**src/rtl/bdmac_multi.sv**
```systemverilog
// Buzzer DMA register block: NCH playback channels behind a zero-wait AHB-Lite slave.
// Channels count down hardware loops on ref pulses and latch sticky done flags into one maskable irq.
module bdmac_multi #(
    parameter int NCH   = 4,
    parameter int AW    = 32,
    parameter int LOOPW = 8
) (
    input  logic               clk,
    input  logic               rst_n,
    input  logic               i_hsel,
    input  logic               i_hwrite,
    input  logic               i_hready,
    input  logic [1:0]         i_htrans,
    input  logic [31:0]        i_haddr,
    input  logic [31:0]        i_hwdata,
    output logic [31:0]        o_hrdata,
    output logic               o_hreadyout,
    input  logic [NCH-1:0]     i_ref,
    output logic [NCH*AW-1:0]  o_start_addr,
    output logic [2*NCH-1:0]   o_pri,
    output logic [NCH-1:0]     o_cyclic,
    output logic [NCH-1:0]     o_playing,
    output logic [NCH-1:0]     o_stop,
    output logic               o_irq
);

    logic             r_vld;
    logic             r_wr;
    logic [11:2]      r_addr;

    logic [AW-1:0]    r_start [NCH];
    logic [1:0]       r_pri   [NCH];
    logic [LOOPW-1:0] r_loop  [NCH];
    logic [LOOPW-1:0] r_rem   [NCH];
    logic [NCH-1:0]   r_stop;
    logic [NCH-1:0]   r_playing;
    logic [NCH-1:0]   r_cyclic;
    logic [NCH-1:0]   r_done;
    logic [NCH-1:0]   r_irq_en;

    logic             w_acc;
    logic             w_wen;
    logic             w_chsel;
    logic [3:0]       w_ch;
    logic [1:0]       w_off;
    logic             w_irqen_wr;
    logic [NCH-1:0]   w_start_wr;
    logic [NCH-1:0]   w_ctrl_wr;
    logic [NCH-1:0]   w_stat_wr;
    logic [NCH-1:0]   w_fin;
    logic [31:0]      w_rdata;
    logic             w_unused;

    assign w_acc      = i_hsel & i_hready & i_htrans[1];
    assign w_wen      = r_vld & r_wr;
    assign w_chsel    = (r_addr[11:8] == 4'h0);
    assign w_ch       = r_addr[7:4];
    assign w_off      = r_addr[3:2];
    assign w_irqen_wr = w_wen && (r_addr == 10'h3FC);
    assign w_unused   = &{1'b0, i_htrans[0], i_haddr[31:12], i_haddr[1:0], i_hwdata};

    always_comb begin
        w_start_wr = '0;
        w_ctrl_wr  = '0;
        w_stat_wr  = '0;
        w_fin      = '0;
        for (int c = 0; c < NCH; c++) begin
            w_start_wr[c] = w_wen && w_chsel && (w_ch == 4'(c)) && (w_off == 2'd0);
            w_ctrl_wr[c]  = w_wen && w_chsel && (w_ch == 4'(c)) && (w_off == 2'd1);
            w_stat_wr[c]  = w_wen && w_chsel && (w_ch == 4'(c)) && (w_off == 2'd2);
            // A CTRL write in the same cycle swallows the ref entirely.
            w_fin[c] = i_ref[c] && r_playing[c] && !w_ctrl_wr[c] &&
                       (!r_cyclic[c] || (r_rem[c] == LOOPW'(1)));
        end
    end

    always_ff @(posedge clk or negedge rst_n) begin
        if (!rst_n) begin
            r_vld  <= 1'b0;
            r_wr   <= 1'b0;
            r_addr <= '0;
        end else if (i_hready) begin
            r_vld  <= w_acc;
            r_wr   <= i_hwrite;
            r_addr <= i_haddr[11:2];
        end
    end

    always_ff @(posedge clk or negedge rst_n) begin
        if (!rst_n) begin
            r_stop    <= '0;
            r_playing <= '0;
            r_cyclic  <= '0;
            r_done    <= '0;
            r_irq_en  <= '0;
            for (int c = 0; c < NCH; c++) begin
                r_start[c] <= '0;
                r_pri[c]   <= '0;
                r_loop[c]  <= '0;
                r_rem[c]   <= '0;
            end
        end else begin
            if (w_irqen_wr) begin
                r_irq_en <= i_hwdata[NCH-1:0];
            end
            for (int c = 0; c < NCH; c++) begin
                if (w_start_wr[c]) begin
                    r_start[c] <= i_hwdata[AW-1:0];
                end
                if (w_ctrl_wr[c]) begin
                    r_stop[c]    <= i_hwdata[0];
                    r_playing[c] <= i_hwdata[1];
                    r_cyclic[c]  <= i_hwdata[2];
                    r_pri[c]     <= i_hwdata[4:3];
                    r_loop[c]    <= i_hwdata[8 +: LOOPW];
                    r_rem[c]     <= i_hwdata[1] ? i_hwdata[8 +: LOOPW] : '0;
                end else if (i_ref[c] && r_playing[c]) begin
                    if (!r_cyclic[c]) begin
                        r_playing[c] <= 1'b0;
                    end else if (r_rem[c] == LOOPW'(1)) begin
                        r_playing[c] <= 1'b0;
                        r_rem[c]     <= '0;
                    end else if (r_rem[c] != '0) begin
                        r_rem[c] <= r_rem[c] - LOOPW'(1);
                    end
                end
                if (w_fin[c]) begin
                    r_done[c] <= 1'b1;
                end else if (w_stat_wr[c] && i_hwdata[16]) begin
                    r_done[c] <= 1'b0;
                end
            end
        end
    end

    always_comb begin
        w_rdata = '0;
        if (r_vld) begin
            if (w_chsel) begin
                for (int c = 0; c < NCH; c++) begin
                    if (w_ch == 4'(c)) begin
                        case (w_off)
                            2'd0: w_rdata[AW-1:0] = r_start[c];
                            2'd1: begin
                                w_rdata[0]          = r_stop[c];
                                w_rdata[1]          = r_playing[c];
                                w_rdata[2]          = r_cyclic[c];
                                w_rdata[4:3]        = r_pri[c];
                                w_rdata[8 +: LOOPW] = r_loop[c];
                            end
                            2'd2: begin
                                w_rdata[LOOPW-1:0] = r_rem[c];
                                w_rdata[16]        = r_done[c];
                            end
                            default: ;
                        endcase
                    end
                end
            end else begin
                case (r_addr)
                    10'h3FC: w_rdata[NCH-1:0] = r_irq_en;
                    10'h3FD: w_rdata[NCH-1:0] = r_done & r_irq_en;
                    10'h3FE: w_rdata = {16'hBD0A, 8'(NCH), 8'(LOOPW)};
                    default: ;
                endcase
            end
        end
    end

    assign o_hrdata    = w_rdata;
    assign o_hreadyout = 1'b1;
    assign o_cyclic    = r_cyclic;
    assign o_playing   = r_playing;
    assign o_stop      = r_stop;
    assign o_irq       = |(r_done & r_irq_en);

    for (genvar g = 0; g < NCH; g++) begin : g_out
        assign o_start_addr[g*AW +: AW] = r_start[g];
        assign o_pri[2*g +: 2]          = r_pri[g];
    end

endmodule

```
**config.mk**
```make
export PLATFORM = sky130hd
export DESIGN_NAME = bdmac_multi
export DESIGN_NICKNAME = d
export VERILOG_FILES = /design/src/rtl/bdmac_multi.sv
export SDC_FILE = /design/constraint.sdc
export NUM_CORES = 1
export LEC_CHECK = 0
export ABC_CLOCK_PERIOD_IN_PS = 7200
export BUFFER_PORTS_ARGS = -buffer_cell sky130_fd_sc_hd__buf_2
export CAP_MARGIN = 20
export CORE_MARGIN = 1.5
export CORE_UTILIZATION = 45
export DETAILED_ROUTE_END_ITERATION = 8
export GPL_ROUTABILITY_DRIVEN = 1
export MAX_ROUTING_LAYER = met4
export PLACE_DENSITY = 0.68
export REMOVE_ABC_BUFFERS = 1
export SETUP_SLACK_MARGIN = 0.2
export SYNTH_ARGS = -nofsm -noshare
export SYNTH_HDL_FRONTEND = slang
export SYNTH_SLANG_ARGS = --single-unit
```
**constraint.sdc**
```tcl
create_clock -name clk -period 7.2 [get_ports clk]
set_clock_uncertainty 0.1 [all_clocks]
set_input_delay 0.36 -clock clk [delete_from_list [all_inputs] [get_ports clk]]
set_output_delay 0.36 -clock clk [all_outputs]
set_load 0.005 [all_outputs]
```
==> impl_metrics.yaml, run 1 <==
outcome:
  status: "finished, final reports clean"
power:
  seq_power_share_pct: 46.4
  pwr-share-clk_pct: 43.1
  p_leak_nw: 6.84
  p_per_area_nw_per_um2: 207
  switching_share_pct: 25.5
  p_int_mw: 2.21
  power.switching_mw: 0.759
  power_frac_comb_pct: 10.5
  vdd_drop_max_v: 0.000177
setup_path:
  start_kind: "register"
  path_class: "reg -> out"
  worstPathBufferInverterCount: 3
  critical_path_peak_fanout: 39
  cp.arrival_ns: 3.40
  crit_family: "buffers and inverters"
  crit_path_end_kind: "output port"
  critPathMaxStageDelay_ns: 0.63
  cp_slowest_cell: "dfrtp_2"
  critical_path.cell_chain: "buf_4 -> nor2b_1 -> buf_4 -> a221oi_1 -> o22ai_1 -> a221oi_1 -> a21oi_1 -> buf_2"
  cp.required_ns: 6.74
yosys:
  synth_ff_type: "dfrtp_1"
  synth_seq_area_share_pct: 48.8
  netlist_top_cells_area: "dfrtp_1 49%, mux2_2 14%, nand2_1 6.0%"
  synth_top_cell_by_area: "dfrtp_1"
  synth_warnings: 0
  async_reset_ff_share_pct: 100
  ys_seq_elements: 232
  synth_cell_type_count: 69
  avgSynthCellArea_sq_um: 10.6
  synth_top_area_share_pct: 48.8
  syn_area_sq_um: 11900
  synth_edf_count: 0
  syn_inst: 1119
timing:
  period_share_pct: 53.6
  setup_viol: 0
  rsz0062_at_grt: "no"
  slew_headroom_pct: 26.7
  worst_slew_pin_slew_ns: 1.09
  hold_violations: 0
  tns_ns: 0
  slew_viol_final: 0
  fmax_mhz: 259
  period_minus_slack_ns: 3.86
  whs_ns: 0.0186
placed_design:
  portBuffers: 232
  gp_congestion: 0.948
  dp_hpwl_microns: 25700
grt:
  grt_pass1_vias: 9654
  grt_overflow: 0
  grtUsageTotal_pct: 28.3
  grt_pass1_wl_microns: 56800
  grt_max_degree: 151
  grt_antenna_before_repair: 0
clocking:
  clockBufferDepth: 3
  tritoncts: "built"
  htree_levels: 1
  clk-insertion-delay-late_ns: 0.54
  cts.sinks: 232
  root_buffer: "clkbuf_16"
  numCtsBuffers: 26
  holdBufCountCts: 22
  clk_pin_slew_worst_paths_ns: 0.06
  cts_resized: 0
  post_cts_buffers: 0
detailed_routing:
  vias: 10100
  ant_nets: 0
  initialDrtViolationCount: 845
  post_drt_wl_per_cell_microns: 22.7
  wirelength_microns: 38400
  dr.pass1.iters: 5
  viasPerCell: 5.95
  drc: 0
floorplan:
  start_util_pct: 45.8
  io-pin-count: 257
  row_count: 59
  coreArea_sq_um: 26000
  dieArea_sq_um: 27400
  fp.dieH_microns: 166
  die_w_microns: 166
layout:
  layout_common_cells: "231 x buf_2, 231 x dfrtp_1, 189 x nand2_1"
  final_util_pct: 55.2
  drive_gt1_share_pct: 35.2
  areaGrowthSynthToFinish_pct: 20.7
  num-nets-final: 1427
  antennaDiodeCount: 0
worst_hold_path:
  hold_path.class: "in -> reg"
flow_run:
  drv_cap: 0
-- registers in the layout, indices dropped and copies added (netlist names), 4 cells and up --
signal        cells
r_loop           32
o_cyclic          4
o_pri             8
r_done            4
o_playing         4
r_addr           10
r_irq_en          4
o_stop            4
o_start_addr    128
r_rem            32
-- cells in the mapped netlist (24+ instances only) --
library cell  count
nand2_1         189
mux2_2          145
inv_1            29
mux2i_1          37
nor2_1           31
o21ai_0          39
buf_2            25
o22ai_1          35
a22oi_1          24
clkbuf_1         41
a21oi_1          57
nor3_1           26
dfrtp_1         232
-- power groups by stage --
stage               Combinational, mW  Clock, mW  Sequential, mW
floorplan                       0.143          0            1.40
global placement                0.296          0            1.40
detailed placement              0.301          0            1.40
CTS                             0.312       1.30            1.38
global route                    0.337       1.36            1.38
finish                          0.312       1.28            1.38
-- layout make-up --
type / count / area (sq um)
Clock inverter: 6 / 55.1
Timing Repair Buffer: 278 / 1580
Tap cell: 335 / 419
Inverter: 30 / 113
Sequential cell: 232 / 5810
Fill cell: 2373 / 11600
Multi-Input combinational cell: 776 / 5620
Clock buffer: 37 / 753
-- per-layer routing --
| metal | vias to the layer above | wire, microns | track usage [%] |
|---|---|---|---|
| met2 | 469 | 18100 | 43.4 |
| met1 | 5003 | 15900 | 37.6 |
| met5 | - | 0 | - |
| li1 | 4521 | - | - |
| met3 | 85 | 3060 | 5.44 |
| met4 | 0 | 1340 | 9.58 |
-- worst paths after layout --
| check | startpoint | end | slack, ns | cells past startpoint |
|---|---|---|---|---|
| max reg2reg | r_addr[11] | r_rem[3] | 3.54 | 6 |
| min | i_ref[2] | r_done[2] | 0.02 | 3 |
| max in group asynchronous | rst_n | o_start_addr[28] | 5.40 | 3 |
| min in group asynchronous | rst_n | o_start_addr[111] | 0.33 | 2 |
| max | r_addr[2] | o_hrdata[1] | 3.34 | 8 |
| min reg2reg | r_loop[26] | r_loop[26] | 0.36 | 2 |
-- logic make-up (layout without fill, tap and decap cells) --
logic type | after synthesis | count (layout) | share of synthesized area [%]
and+or+nand+nor | 340 | 340 | 14.4
DFF | 232 | 232 | 48.8
AOI/OAI and AO/OA | 231 | 231 | 12.9
muxes | 196 | 196 | 18.8
buffers and inverters | 111 | 351 | 4.21
adders and majority gates | 8 | 8 | 0.842
other | 1 | 1 | 0.0315
-- per-stage QoR --
step | cell area, sq um | worst slack, ns | power (mW) | cells
after detailed placement | 13300 | 3.63 | 1.70 | 1629
after global placement | 13300 | 3.65 | 1.70 | 1629
final | 14400 | 3.34 | 2.97 | 1694
after floorplan | 11500 | 3.54 | 1.55 | 1038
after global routing | 14400 | 3.19 | 3.08 | 1694
after CTS | 14400 | 3.39 | 2.99 | 1694
-- worst register-to-register path, cell delays in order (launching register included) --
cell and delay [ns]:
dfrtp_1 0.43, or4_1 1.01, nor4_4 1.12, buf_4 0.35, nor2_1 0.18, a22oi_1 0.23
o22ai_1 0.09
No activity file was read; power rests on OpenSTA's default activity.
==> inputs of run 2 (changes only) <==
--- a/config.mk
+++ b/config.mk
@@ -5,7 +5,7 @@
 export SDC_FILE = /design/constraint.sdc
 export NUM_CORES = 1
 export LEC_CHECK = 0
-export ABC_CLOCK_PERIOD_IN_PS = 7200
+export ABC_CLOCK_PERIOD_IN_PS = 3500
 export BUFFER_PORTS_ARGS = -buffer_cell sky130_fd_sc_hd__buf_2
 export CAP_MARGIN = 20
 export CORE_MARGIN = 1.5
@@ -13,7 +13,7 @@
 export DETAILED_ROUTE_END_ITERATION = 8
 export GPL_ROUTABILITY_DRIVEN = 1
 export MAX_ROUTING_LAYER = met4
-export PLACE_DENSITY = 0.68
+export PLACE_DENSITY = 0.71
 export REMOVE_ABC_BUFFERS = 1
 export SETUP_SLACK_MARGIN = 0.2
 export SYNTH_ARGS = -nofsm -noshare
==> constraint.sdc (replaced) <==
create_clock -name clk -period 3.5 [get_ports clk]
set_clock_uncertainty 0.1 [all_clocks]
set_input_delay 0.175 -clock clk [delete_from_list [all_inputs] [get_ports clk]]
set_output_delay 0.175 -clock clk [all_outputs]
set_load 0.005 [all_outputs]
==> impl_metrics.yaml, run 2 (synthesis results as in run 1) <==
setup_path:
  rr_worst_depth: 7
  worstReg2RegEnd: "o_playing[1]"
  critical_path_peak_fanout: 18
  crit_family: "simple AND/OR/NAND/NOR gates"
  critPathMaxStageDelay_ns: 0.82
  r2r_setup_slack_ns: 0.29
  cp-startpoint: "r_addr[11]"
  crit_cells: 7
  path_class: "reg -> reg"
  crit_end: "o_playing[1]"
  start_kind: "register"
  critical_path.cell_chain: "or4_1 -> buf_4 -> nor4_4 -> buf_4 -> nand2_1 -> nand2_1 -> dlygate4sd3_1"
  worstPathBufferInverterCount: 3
  crit_path_end_kind: "register"
  worstReg2RegStart: "r_addr[11]"
  cp_slowest_cell: "or4_1"
  cp.arrival_ns: 3.58
  cp.required_ns: 3.86
timing:
  setup_viol: 0
  setup_ws_ns: 0.287
  hold_violations: 0
  rsz0062_at_grt: "yes"
  fmax_mhz: 311
  slew_headroom_pct: 37.8
  period_share_pct: 91.8
  slew_viol_final: 0
  tns_ns: 0
  worst_slew_pin_slew_ns: 0.934
  period_minus_slack_ns: 3.21
layout:
  num-nets-final: 1474
  num-fill-cells: 2237
  largest_reg_flops: 128
  antennaDiodeCount: 0
  layout_common_cells: "231 x buf_2, 230 x dfrtp_1, 188 x nand2_1"
  layout_commonest_cell: "buf_2"
  drive_gt1_share_pct: 35.7
  areaGrowthSynthToFinish_pct: 25.3
  final_cells: 1744
detailed_routing:
  post_drt_wl_per_cell_microns: 22.6
  viasPerCell: 6.00
  vias: 10500
  dr.pass1.iters: 6
  ant_nets: 0
  drc: 0
  initialDrtViolationCount: 918
  wirelength_microns: 39400
clocking:
  tritoncts: "built"
  htree_levels: 1
  cts.sinks: 232
  root_buffer: "clkbuf_16"
  numCtsBuffers: 26
  clockBufferDepth: 3
  clk-insertion-delay-late_ns: 0.53
  clk_pin_slew_worst_paths_ns: 0.06
  post_cts_buffers: 0
grt:
  grt_max_degree: 118
  grt_antenna_before_repair: 0
  grt_pass1_vias: 10200
  grtUsageTotal_pct: 29.0
  grt_overflow: 0
  grt_pass1_wl_microns: 58700
power:
  vdd_drop_max_v: 0.000388
  p_per_area_nw_per_um2: 426
  p_leak_nw: 7.10
floorplan:
  fp.dieH_microns: 166
  start_util_pct: 45.8
  io-pin-count: 257
  die_w_microns: 166
  coreArea_sq_um: 26000
  row_count: 59
  dieArea_sq_um: 27400
placed_design:
  gp_congestion: 0.961
  pre_cts_ws_ns: 0.595
  portBuffers: 232
  dp.cells: 1643
  dp_hpwl_microns: 26600
outcome:
  status: "finished, final reports clean"
flow_run:
  drv_cap: 0
worst_hold_path:
  hold_path.class: "in -> reg"
[run 2: layout make-up]
| type | instances | area (sq um) | share of cell area (%) |
|---|---|---|---|
| multi-input cells | 776 | 5640 | 37.8 |
| clock inverters | 11 | 114 | 0.764 |
| well taps | 335 | 419 | 2.81 |
| repair buffers | 325 | 2040 | 13.7 |
| clock buffers | 35 | 766 | 5.14 |
| flip-flops and latches | 232 | 5810 | 39.0 |
| inverters | 30 | 114 | 0.764 |
[run 2: per-layer routing]
metal | track usage [%] | share of wire, % | up-vias
met1 | 37.8 | 41 | 5192
met3 | 4.72 | 8.3 | 112
met4 | 11.9 | 4.0 | 0
met5 | - | 0 | -
li1 | - | - | 4620
met2 | 45.2 | 47 | 548
[run 2: worst register-to-register path, stage by stage (launching register included)]
cell and delay (ns):
dfrtp_1 0.43, or4_1 0.82, buf_4 0.32, nor4_4 0.45
buf_4 0.33, nand2_1 0.08, nand2_1 0.08, dlygate4sd3_1 0.54
[run 2: repair_timing]
action,CTS,global route
endpoints found under the setup margin,3,12
hold buffers,55,0
hold endpoints to repair,277,0
resized for setup,1,4
gates cloned,0,0
[run 2: power breakdown]
part,total [mW],internal [mW],switching [mW]
Sequential,2.85,2.75,0.102
Combinational,0.674,0.282,0.392
Clock,2.81,1.67,1.14
Total,6.34,4.71,1.63
[run 2: worst min-delay path by stage]
| stage | start | to | cells past startpoint |
|---|---|---|---|
| after global routing | i_hready | r_addr[3] | 2 |
| after CTS | i_hready | r_addr[3] | 2 |
| after floorplan | rst_n | o_cyclic[0] | 0 |
| after detailed placement | rst_n | o_start_addr[111] | 1 |
| final | i_hready | r_addr[3] | 2 |
| after global placement | rst_n | o_start_addr[111] | 1 |
[run 2: stage by stage]
step,area (sq um),utilization [%],power (mW),hold WS (ns)
floorplan,11500,-,3.18,-0.221
global placement,13500,51.8,3.50,0.231
detailed placement,13500,51.8,3.51,0.245
CTS,14900,57.3,6.36,0.0167
global route,14900,57.4,6.54,0.0325
finish,14900,57.4,6.34,0.00296
==> inputs of run 3 (changes only) <==
--- a/config.mk
+++ b/config.mk
@@ -8,12 +8,13 @@
 export ABC_CLOCK_PERIOD_IN_PS = 3500
 export BUFFER_PORTS_ARGS = -buffer_cell sky130_fd_sc_hd__buf_2
 export CAP_MARGIN = 20
-export CORE_MARGIN = 1.5
+export CORE_MARGIN = 2
 export CORE_UTILIZATION = 45
 export DETAILED_ROUTE_END_ITERATION = 8
 export GPL_ROUTABILITY_DRIVEN = 1
 export MAX_ROUTING_LAYER = met4
 export PLACE_DENSITY = 0.71
+export RECOVER_POWER = 25
 export REMOVE_ABC_BUFFERS = 1
 export SETUP_SLACK_MARGIN = 0.2
 export SYNTH_ARGS = -nofsm -noshare
==> impl_metrics.yaml, run 3 (synthesis results as in run 1) <==
grt:
  grt_antenna_before_repair: 0
  grt_pass1_wl_microns: 61200
  grt_overflow: 0
  grtUsageMet2_pct: 45.1
  grt_max_degree: 119
  grt_pass1_vias: 10600
  grt.busiest_layer: "met2"
  grtUsageTotal_pct: 28.9
  grtUsageMet1_pct: 37.5
  grtUsageMet3_pct: 5.42
floorplan:
  die_w_microns: 167
  dieArea_sq_um: 27700
  io-pin-count: 257
  start_util_pct: 45.8
  row_count: 59
  coreArea_sq_um: 26000
  fp.dieH_microns: 167
layout:
  num-fill-cells: 2267
  largest_reg_flops: 128
  multiInputGateArea_sq_um: 5640
  num-nets-final: 1476
  drive_gt1_share_pct: 34.5
  layout_common_cells: "231 x dfrtp_1, 219 x buf_2, 189 x nand2_1"
  layout_commonest_cell: "dfrtp_1"
  areaGrowthSynthToFinish_pct: 24.6
  regArea_sq_um: 5810
placed_design:
  portBuffers: 232
  pre_cts_ws_ns: 0.579
  dp_hpwl_microns: 26900
  gp_congestion: 0.943
power:
  vdd_drop_max_v: 0.000325
  p_leak_nw: 7.02
  p_per_area_nw_per_um2: 412
timing:
  hold_violations: 0
  setup_ws_ns: 0.293
  slew_headroom_pct: 37.2
  fmax_mhz: 312
  worst_slew_pin_slew_ns: 0.941
  period_share_pct: 91.6
  period_minus_slack_ns: 3.21
  rsz0062_at_grt: "no"
  slew_viol_final: 0
  tns_ns: 0
  setup_viol: 0
detailed_routing:
  dr.pass1.iters: 5
  wirelength_microns: 39800
  ant_nets: 0
  drc: 0
  post_drt_wl_per_cell_microns: 22.8
  vias: 10500
  initialDrtViolationCount: 830
  viasPerCell: 5.99
flow_run:
  drv_cap: 0
setup_path:
  cp.required_ns: 3.87
  cp.arrival_ns: 3.58
  critical_path.cell_chain: "or4_1 -> buf_4 -> nor4_4 -> buf_4 -> nand2_1 -> nand2_1 -> dlygate4sd3_1"
  crit_path_end_kind: "register"
  path_class: "reg -> reg"
  cp_slowest_cell: "or4_1"
  start_kind: "register"
  critPathMaxStageDelay_ns: 0.80
  crit_family: "simple AND/OR/NAND/NOR gates"
  worstPathBufferInverterCount: 3
  critical_path_peak_fanout: 18
clocking:
  numCtsBuffers: 25
  clk-insertion-delay-late_ns: 0.53
  tritoncts: "built"
  cts.sinks: 232
  htree_levels: 1
  clockBufferDepth: 3
  clk_pin_slew_worst_paths_ns: 0.06
  root_buffer: "clkbuf_16"
  post_cts_buffers: 0
outcome:
  status: "finished, final reports clean"
worst_hold_path:
  hold_path.class: "in -> reg"
## run 3: through the flow
step | instance area [sq um] | hold WS [ns] | power, mW | util (%) | instances
after floorplan | 11500 | -0.221 | 3.18 | - | 1038
after global placement | 13500 | 0.235 | 3.50 | 51.8 | 1645
after detailed placement | 13500 | 0.237 | 3.51 | 51.8 | 1645
after CTS | 14800 | 0.0237 | 6.13 | 57.0 | 1747
after global routing | 14800 | 0.0507 | 6.31 | 57.0 | 1747
final | 14800 | 0.0484 | 6.10 | 57.0 | 1748
## run 3: area by class of cell
| type | count | share of cell area [%] |
|---|---|---|
| clock inverter | 10 | 0.549 |
| multi-input combinational | 776 | 38.1 |
| clock buffer | 36 | 4.77 |
| timing repair buffer | 328 | 13.8 |
| inverter | 30 | 0.769 |
| sequential | 232 | 39.2 |
| antenna | 1 | 0.0169 |
| tap | 335 | 2.83 |
## run 3: power breakdown
group / leakage [nW] / internal, mW / switching (mW) / total, mW
clock: 0.391 / 1.48 / 1.10 / 2.57
combinational: 3.81 / 0.284 / 0.387 / 0.671
sequential: 2.82 / 2.75 / 0.106 / 2.86
total: 7.02 / 4.51 / 1.59 / 6.10
## run 3: worst paths after layout
path	from	end	slack (ns)	depth (start not counted)
max in group asynchronous	rst_n	o_start_addr[38]	2.11	3
worst min-delay path	i_hready	r_addr[5]	0.05	2
min in group asynchronous	rst_n	o_start_addr[36]	0.19	2
worst max register to register	r_addr[11]	o_playing[1]	0.29	7
worst min register to register	r_loop[19]	r_loop[19]	0.37	2
worst max-delay path	r_addr[11]	o_playing[1]	0.29	7
## run 3: routing by layer
layer  part of all wire, %  wire length (microns)
met4                   4.0                   1580
met5                     0                      0
met3                   8.8                   3510
met2                    47                  18800
met1                    40                  15900
## run 3: repair_timing
action | in CTS | in global routing
hold buffers | 56 | 0
resized for setup | 2 | 3
endpoints found under the hold margin | 278 | 0
endpoints found under the setup margin | 5 | 9
pin swaps | 0 | 0
